File: src/rtl/btn_event.sv
// ============================================================================
// Module   : btn_event
// Purpose  : Press / release / long-press / auto-repeat strobes from a clean button level.
// Option   : define BTN_EVENT_AUTOREPEAT_EN to enable repeat_pulse generation.
// Revision : 1.0 - initial release
// ============================================================================
`default_nettype none

module btn_event #(
    parameter int LONG_CYCLES   = 1000,
    parameter int REPEAT_CYCLES = 200,
    parameter int CNT_W         = 16
) (
    input  logic clk,
    input  logic rst_n,
    input  logic btn_level,
    output logic press_pulse,
    output logic release_pulse,
    output logic long_pulse,
    output logic repeat_pulse,
    output logic held
);

    typedef enum logic [1:0] {
        IDLE  = 2'd0,
        PRESS = 2'd1,
        LONG  = 2'd2
    } state_t;

    localparam logic [CNT_W-1:0] c_LONG_LAST   = CNT_W'(LONG_CYCLES - 1);
    localparam logic [CNT_W-1:0] c_REPEAT_LAST = CNT_W'(REPEAT_CYCLES - 1);
    localparam logic [CNT_W-1:0] c_ONE         = CNT_W'(1);

    state_t           state_q;
    logic [CNT_W-1:0] cnt_q;
    logic             btn_dly_q;
    logic             press_q;
    logic             release_q;
    logic             long_q;
    logic             held_q;
`ifdef BTN_EVENT_AUTOREPEAT_EN
    logic             repeat_q;
`endif

    logic w_rise;
    logic w_fall;

    // btn_dly_q clears in reset, so a level held high across reset is seen as a fresh press.
    assign w_rise = btn_level & ~btn_dly_q;
    assign w_fall = ~btn_level & btn_dly_q;

    always_ff @(posedge clk) begin
        if (!rst_n) begin
            state_q   <= IDLE;
            cnt_q     <= '0;
            btn_dly_q <= 1'b0;
            press_q   <= 1'b0;
            release_q <= 1'b0;
            long_q    <= 1'b0;
            held_q    <= 1'b0;
`ifdef BTN_EVENT_AUTOREPEAT_EN
            repeat_q  <= 1'b0;
`endif
        end else begin
            btn_dly_q <= btn_level;
            press_q   <= 1'b0;
            release_q <= 1'b0;
            long_q    <= 1'b0;
`ifdef BTN_EVENT_AUTOREPEAT_EN
            repeat_q  <= 1'b0;
`endif
            case (state_q)
                IDLE: begin
                    if (w_rise) begin
                        state_q <= PRESS;
                        cnt_q   <= '0;
                        press_q <= 1'b1;
                        held_q  <= 1'b1;
                    end
                end
                PRESS: begin
                    // Release is tested first so it wins over a coincident long threshold.
                    if (w_fall) begin
                        state_q   <= IDLE;
                        cnt_q     <= '0;
                        release_q <= 1'b1;
                        held_q    <= 1'b0;
                    end else if (cnt_q == c_LONG_LAST) begin
                        state_q <= LONG;
                        cnt_q   <= '0;
                        long_q  <= 1'b1;
                    end else begin
                        cnt_q <= cnt_q + c_ONE;
                    end
                end
                LONG: begin
                    if (w_fall) begin
                        state_q   <= IDLE;
                        cnt_q     <= '0;
                        release_q <= 1'b1;
                        held_q    <= 1'b0;
`ifdef BTN_EVENT_AUTOREPEAT_EN
                    end else if (cnt_q == c_REPEAT_LAST) begin
                        cnt_q    <= '0;
                        repeat_q <= 1'b1;
                    end else begin
                        cnt_q <= cnt_q + c_ONE;
                    end
`else
                    end else if (cnt_q != c_REPEAT_LAST) begin
                        // Saturate so a long hold can never wrap the counter.
                        cnt_q <= cnt_q + c_ONE;
                    end
`endif
                end
                default: begin
                    state_q <= IDLE;
                    cnt_q   <= '0;
                    held_q  <= 1'b0;
                end
            endcase
        end
    end

    assign press_pulse   = press_q;
    assign release_pulse = release_q;
    assign long_pulse    = long_q;
    assign held          = held_q;
`ifdef BTN_EVENT_AUTOREPEAT_EN
    assign repeat_pulse  = repeat_q;
`else
    assign repeat_pulse  = 1'b0;
`endif

endmodule

`default_nettype wire

File: config.mk
export PLATFORM = sky130hd
export DESIGN_NAME = btn_event
export DESIGN_NICKNAME = d
export VERILOG_FILES = /design/src/rtl/btn_event.sv
export SDC_FILE = /design/constraint.sdc
export NUM_CORES = 1
export LEC_CHECK = 0
export BUFFER_PORTS_ARGS = -buffer_cell sky130_fd_sc_hd__buf_2
export CORE_MARGIN = 4
export CORE_UTILIZATION = 38
export DETAILED_ROUTE_END_ITERATION = 10
export PLACE_DENSITY_LB_ADDON = 0.2
export SLEW_MARGIN = 20
export SYNTH_ARGS = -nofsm -noshare
export SYNTH_HDL_FRONTEND = slang
export SYNTH_SLANG_ARGS = --single-unit
export TNS_END_PERCENT = 50
File: constraint.sdc
create_clock -name clk -period 2.6 [get_ports clk]
set_input_delay 0.52 -clock clk [delete_from_list [all_inputs] [get_ports clk]]
set_output_delay 0.52 -clock clk [all_outputs]
set_load 0.01 [all_outputs]
* Word-level counts from Yosys, hierarchy flattened
Cells that the tools add are included.
W data, S select, Z words.
** Cells by class
- Reduce and logical (&&, ||, !) cells :: 8
- Equal/unequal tests :: 9
- Bitwise logic cells :: 6
- $add $sub $neg :: 1
- Multiplexer cells :: 17
** Operators with widths (count)
- $mux W16 :: 5
- $pmux W16 S3 :: 1
- $add A16 B1 Y16 const B :: 1
- $eq A16 B10 Y1 const B :: 1
- $ne A16 B8 Y1 const B :: 1
- $mux W2 :: 4
- $reduce_and A2 Y1 :: 4
- $ne A3 B3 Y1 const B :: 2
- $pmux W2 S3 :: 1
- $mux W1 :: 5
- $ne A2 B2 Y1 const B :: 2
- $not A1 Y1 :: 4
- $reduce_and A3 Y1 :: 1
- $reduce_or A3 Y1 :: 1
- $and A1 B1 Y1 :: 2
- $eq A2 B1 Y1 const B :: 1
- $eq A2 B2 Y1 const B :: 1
- $logic_not A2 Y1 :: 1
- $ne A2 B1 Y1 const B :: 1
- $pmux W1 S2 :: 1
- $reduce_or A2 Y1 :: 1
** Storage, ports and cells
- Output and inout bits :: 5
- Register bits after elaboration :: 23
- Bits of input ports :: 3

* Logic depth before layout (Yosys ltp)
- Depth after elaboration :: 4
- Depth in mapped cells :: 8

* Least setup slack after synthesis
OpenSTA, ideal clock, no wires.
- Path kind :: register to register
- Start :: register cnt_q[10]
- End :: register cnt_q[6]
- Buffers on the path :: 1
- Stages on the path, launching flop included :: 7
- Clock period less this slack :: 1.790 ns
- Arrival :: 1.675 ns
- Setup slack :: 0.810 ns
- Data required time :: 2.485 ns
- Cell sequence :: dfxtp_1 > or4_4 > nor4_4 > o21ai_2 > o21ai_4 > buf_6 > nor2_1
** Between the ends
- Word-level cells in the longest chain between the ends :: 4
** Ends and longest elaborated chain
- from (decl) :: line 35 : logic [CNT_W-1:0] cnt_q;
- from (signal assigned) :: line 93 : cnt_q <= cnt_q + c_ONE;
- from (signal assigned) :: line 112 : cnt_q <= cnt_q + c_ONE;
- $eq A16 B10 Y1 :: line 88 : end else if (cnt_q == c_LONG_LAST) begin
- $mux W16 :: line 88
- $mux W16 :: line 83 : if (w_fall) begin
- $pmux W16 S3 :: line 72 : case (state_q)
Several ways; a longest one is shown, not always the timed one.
A chain may end at the register's enable or synchronous reset.

* Final worst setup path
- Start :: register cnt_q[10]
- End :: register cnt_q[8]
The elaborated chain is that of the path after synthesis.

==> results_dict.tcl <==
set metrics [dict create \
    gp_congestion 0.849 \
    htreeDepth 1 \
    syn_area_sq_um 1230 \
    total_power_mw 0.833 \
    grt_overflow 0 \
    finalCritPeriodShare_pct 75.7 \
    ys.flop_type "dfxtp_1" \
    worst_setup_path_end_kind "flip-flop" \
    antenna_found_initial 0 \
    clk_latency_ns 0.33 \
    startpoint "cnt_q[10]$_SDFFE_PN0P_" \
    layout_common_cells "dfxtp_1 (23), nor2_1 (19), nand3_1 (16)" \
    crit_fanout 14 \
    row_count 20 \
    min_from "btn_level" \
    fillCellCount 327 \
    die_h_microns 64.8 \
    drv_cap 0 \
    r2r-start "cnt_q[10]$_SDFFE_PN0P_" \
    post_cts_buffers 0 \
    cp.required_ns 2.80 \
    ant_nets 0 \
    synth_xor_area_share_pct 9.28 \
    synthCells 137 \
    synthAdderAreaFrac_pct 4.08 \
    crit_arrival_ns 2.17 \
    fin_nets 149 \
    maxSlewViolCount 0 \
    grt_pass1_wl_microns 4260 \
    drive_above_1_share_pct 16.3 \
    cts_tree "built" \
    yosysSeqAreaShare_pct 37.5 \
    fmaxAchievable_mhz 508 \
    status "complete, no violations" \
    mostFrequentLayoutCell "dfxtp_1" \
    synthMuxAreaShare_pct 1.63 \
    ff_latch_area_sq_um 460 \
    drt_iter0_drc 35 \
    skew_ns 0.0183 \
    pin_count 8 \
    postSynthAreaPerCell_sq_um 8.96 \
    ys_ff_latch 23 \
    place_ws_ns 0.516 \
    dieArea_sq_um 4200 \
    drt-pass1-iter-count 4 \
    cts_buffers 3 \
    place.port_buffers 6 \
    yosys.area_share.simple_pct 31.4 \
    drc 0 \
    ys_types 39 \
    root_buffer "clkbuf_4" \
    cts_buffer_depth 2 \
    grt_pass1_vias 973 \
    async_flop_share_pct 0 \
    path_class "flip-flop to flip-flop" \
    period_needed_ns 1.97 \
    setup_violations 0 \
    cts.sinks 23 \
    report.final.hold_viol_count 0 \
    synth_top_family_by_area "simple AND/OR/NAND/NOR gates" \
    vias_per_cell 5.26 \
    grt_max_degree 15 \
    tightest_slew_ns 0.643 \
    slew_headroom_pct 57.0 \
    rsz0062_at_grt "no" \
    r2r_slack_ns 0.63 \
    setup_slack_ns 0.632 \
    ir_drop_v 0.000405 \
    multi_input_area_sq_um 721 \
    area_growth_pct 6.32 \
    final_cell_area_sq_um 1310 \
    initial_core_util_pct 39.9 \
    routedWlPerCell_microns 12.8 \
    diodes 0 \
    die-width_microns 64.8 \
    routed_wl_microns 2380 \
    cts_hold_buffers 0 \
    hp-class "primary input to flip-flop" \
    ys_warn_count 0 \
    num_vias 973 \
    cts-resized-gates 0 \
    synth_compound_area_share_pct 12.0 \
    grt_util_all_layers_pct 12.8 \
    fp.coreArea_sq_um 3080 \
    synth_fp_nets 144 \
    tns_ns 0 \
    p_leak_nw 0.435 \
    hpwl_microns 1760 \
    critPathLaunchType "flip-flop" \
    postPlaceCellArea_sq_um 1280 \
    clk_pin_slew_ns 0.14 \
    synth_edf_count 0 \
    p_per_area_nw_per_um2 638 \
]
[routing by layer]
layer  vias up  global-route usage [%]  part of all wire (%)
li1        485                       -                     -
met1       471                    15.6                    49
met2        15                    21.6                    47
met3         2                    4.33                   3.6
met4         0                    3.17                  0.80
met5         -                       0                     0
[through the flow]
step	cells	hold slack, ns	util [%]
after global routing	185	0.428	42.4
after CTS	185	0.420	42.4
after global placement	181	0.466	41.5
after floorplan	137	0.451	-
after detailed placement	181	0.487	41.5
final	185	0.415	42.4
[Yosys cell counts (2+ instances only)]
library cell | number | area, sq um
dfxtp_1 | 23 | 460
nor2_1 | 19 | 71.3
nand3_1 | 16 | 80.1
nand2_1 | 14 | 52.6
xor2_1 | 11 | 96.3
ha_1 | 4 | 50.1
nor3_1 | 4 | 20.0
clkbuf_1 | 3 | 11.3
inv_1 | 3 | 11.3
nand4_1 | 3 | 18.8
a2111oi_2 | 2 | 30.0
a211oi_1 | 2 | 15.0
mux2i_1 | 2 | 20.0
nand2b_1 | 2 | 12.5
nand3b_1 | 2 | 15.0
o211ai_1 | 2 | 15.0
o21ai_2 | 2 | 17.5
xnor2_1 | 2 | 17.5
[worst max-delay path, cell delays in order, from the launching register on]
cell and delay, ns:
dfxtp_1 0.38, or4_4 0.56, nor4_4 0.34, o21ai_2 0.13, o21ai_4 0.35, nor2_1 0.09
[worst paths after layout]
check,end,cells after the start
worst max-delay path,cnt_q[8]$_SDFFE_PN0P_,5
worst min-delay path,btn_dly_q$_SDFF_PN0_,2
worst max register to register,cnt_q[8]$_SDFFE_PN0P_,5
worst min register to register,state_q[1]$_SDFFE_PN0P_,2
[cells by family (layout without fill, tap and decap cells)]
family | Yosys count | count (layout)
other | 1 | 1
buffers and inverters | 9 | 13
DFF | 23 | 23
xor gates and xnor gates | 13 | 13
and+or+nand+nor | 71 | 71
AOI/OAI and AO/OA | 14 | 14
adders and majority gates | 4 | 4
muxes | 2 | 2
[power by group]
group | total, mW | internal [mW] | switching (mW)
Clock | 0.172 | 0.0576 | 0.114
Sequential | 0.401 | 0.380 | 0.0208
Combinational | 0.260 | 0.0973 | 0.163
[final cells by class]
cell class	count	area share, %
well taps	44	4.22
multi-input cells	105	55.2
repair buffers	6	2.30
inverters	3	0.863
clock inverters	1	0.384
flip-flops and latches	23	35.3
clock buffers	3	1.73
[flip-flops by register name (all words and copies together), names as in the netlist]
| signal | flops |
|---|---|
| press_pulse | 1 |
| state_q | 2 |
| release_pulse | 1 |
| long_pulse | 1 |
| cnt_q | 16 |
| btn_dly_q | 1 |
| held | 1 |
Power figures use the tool's default switching activity.
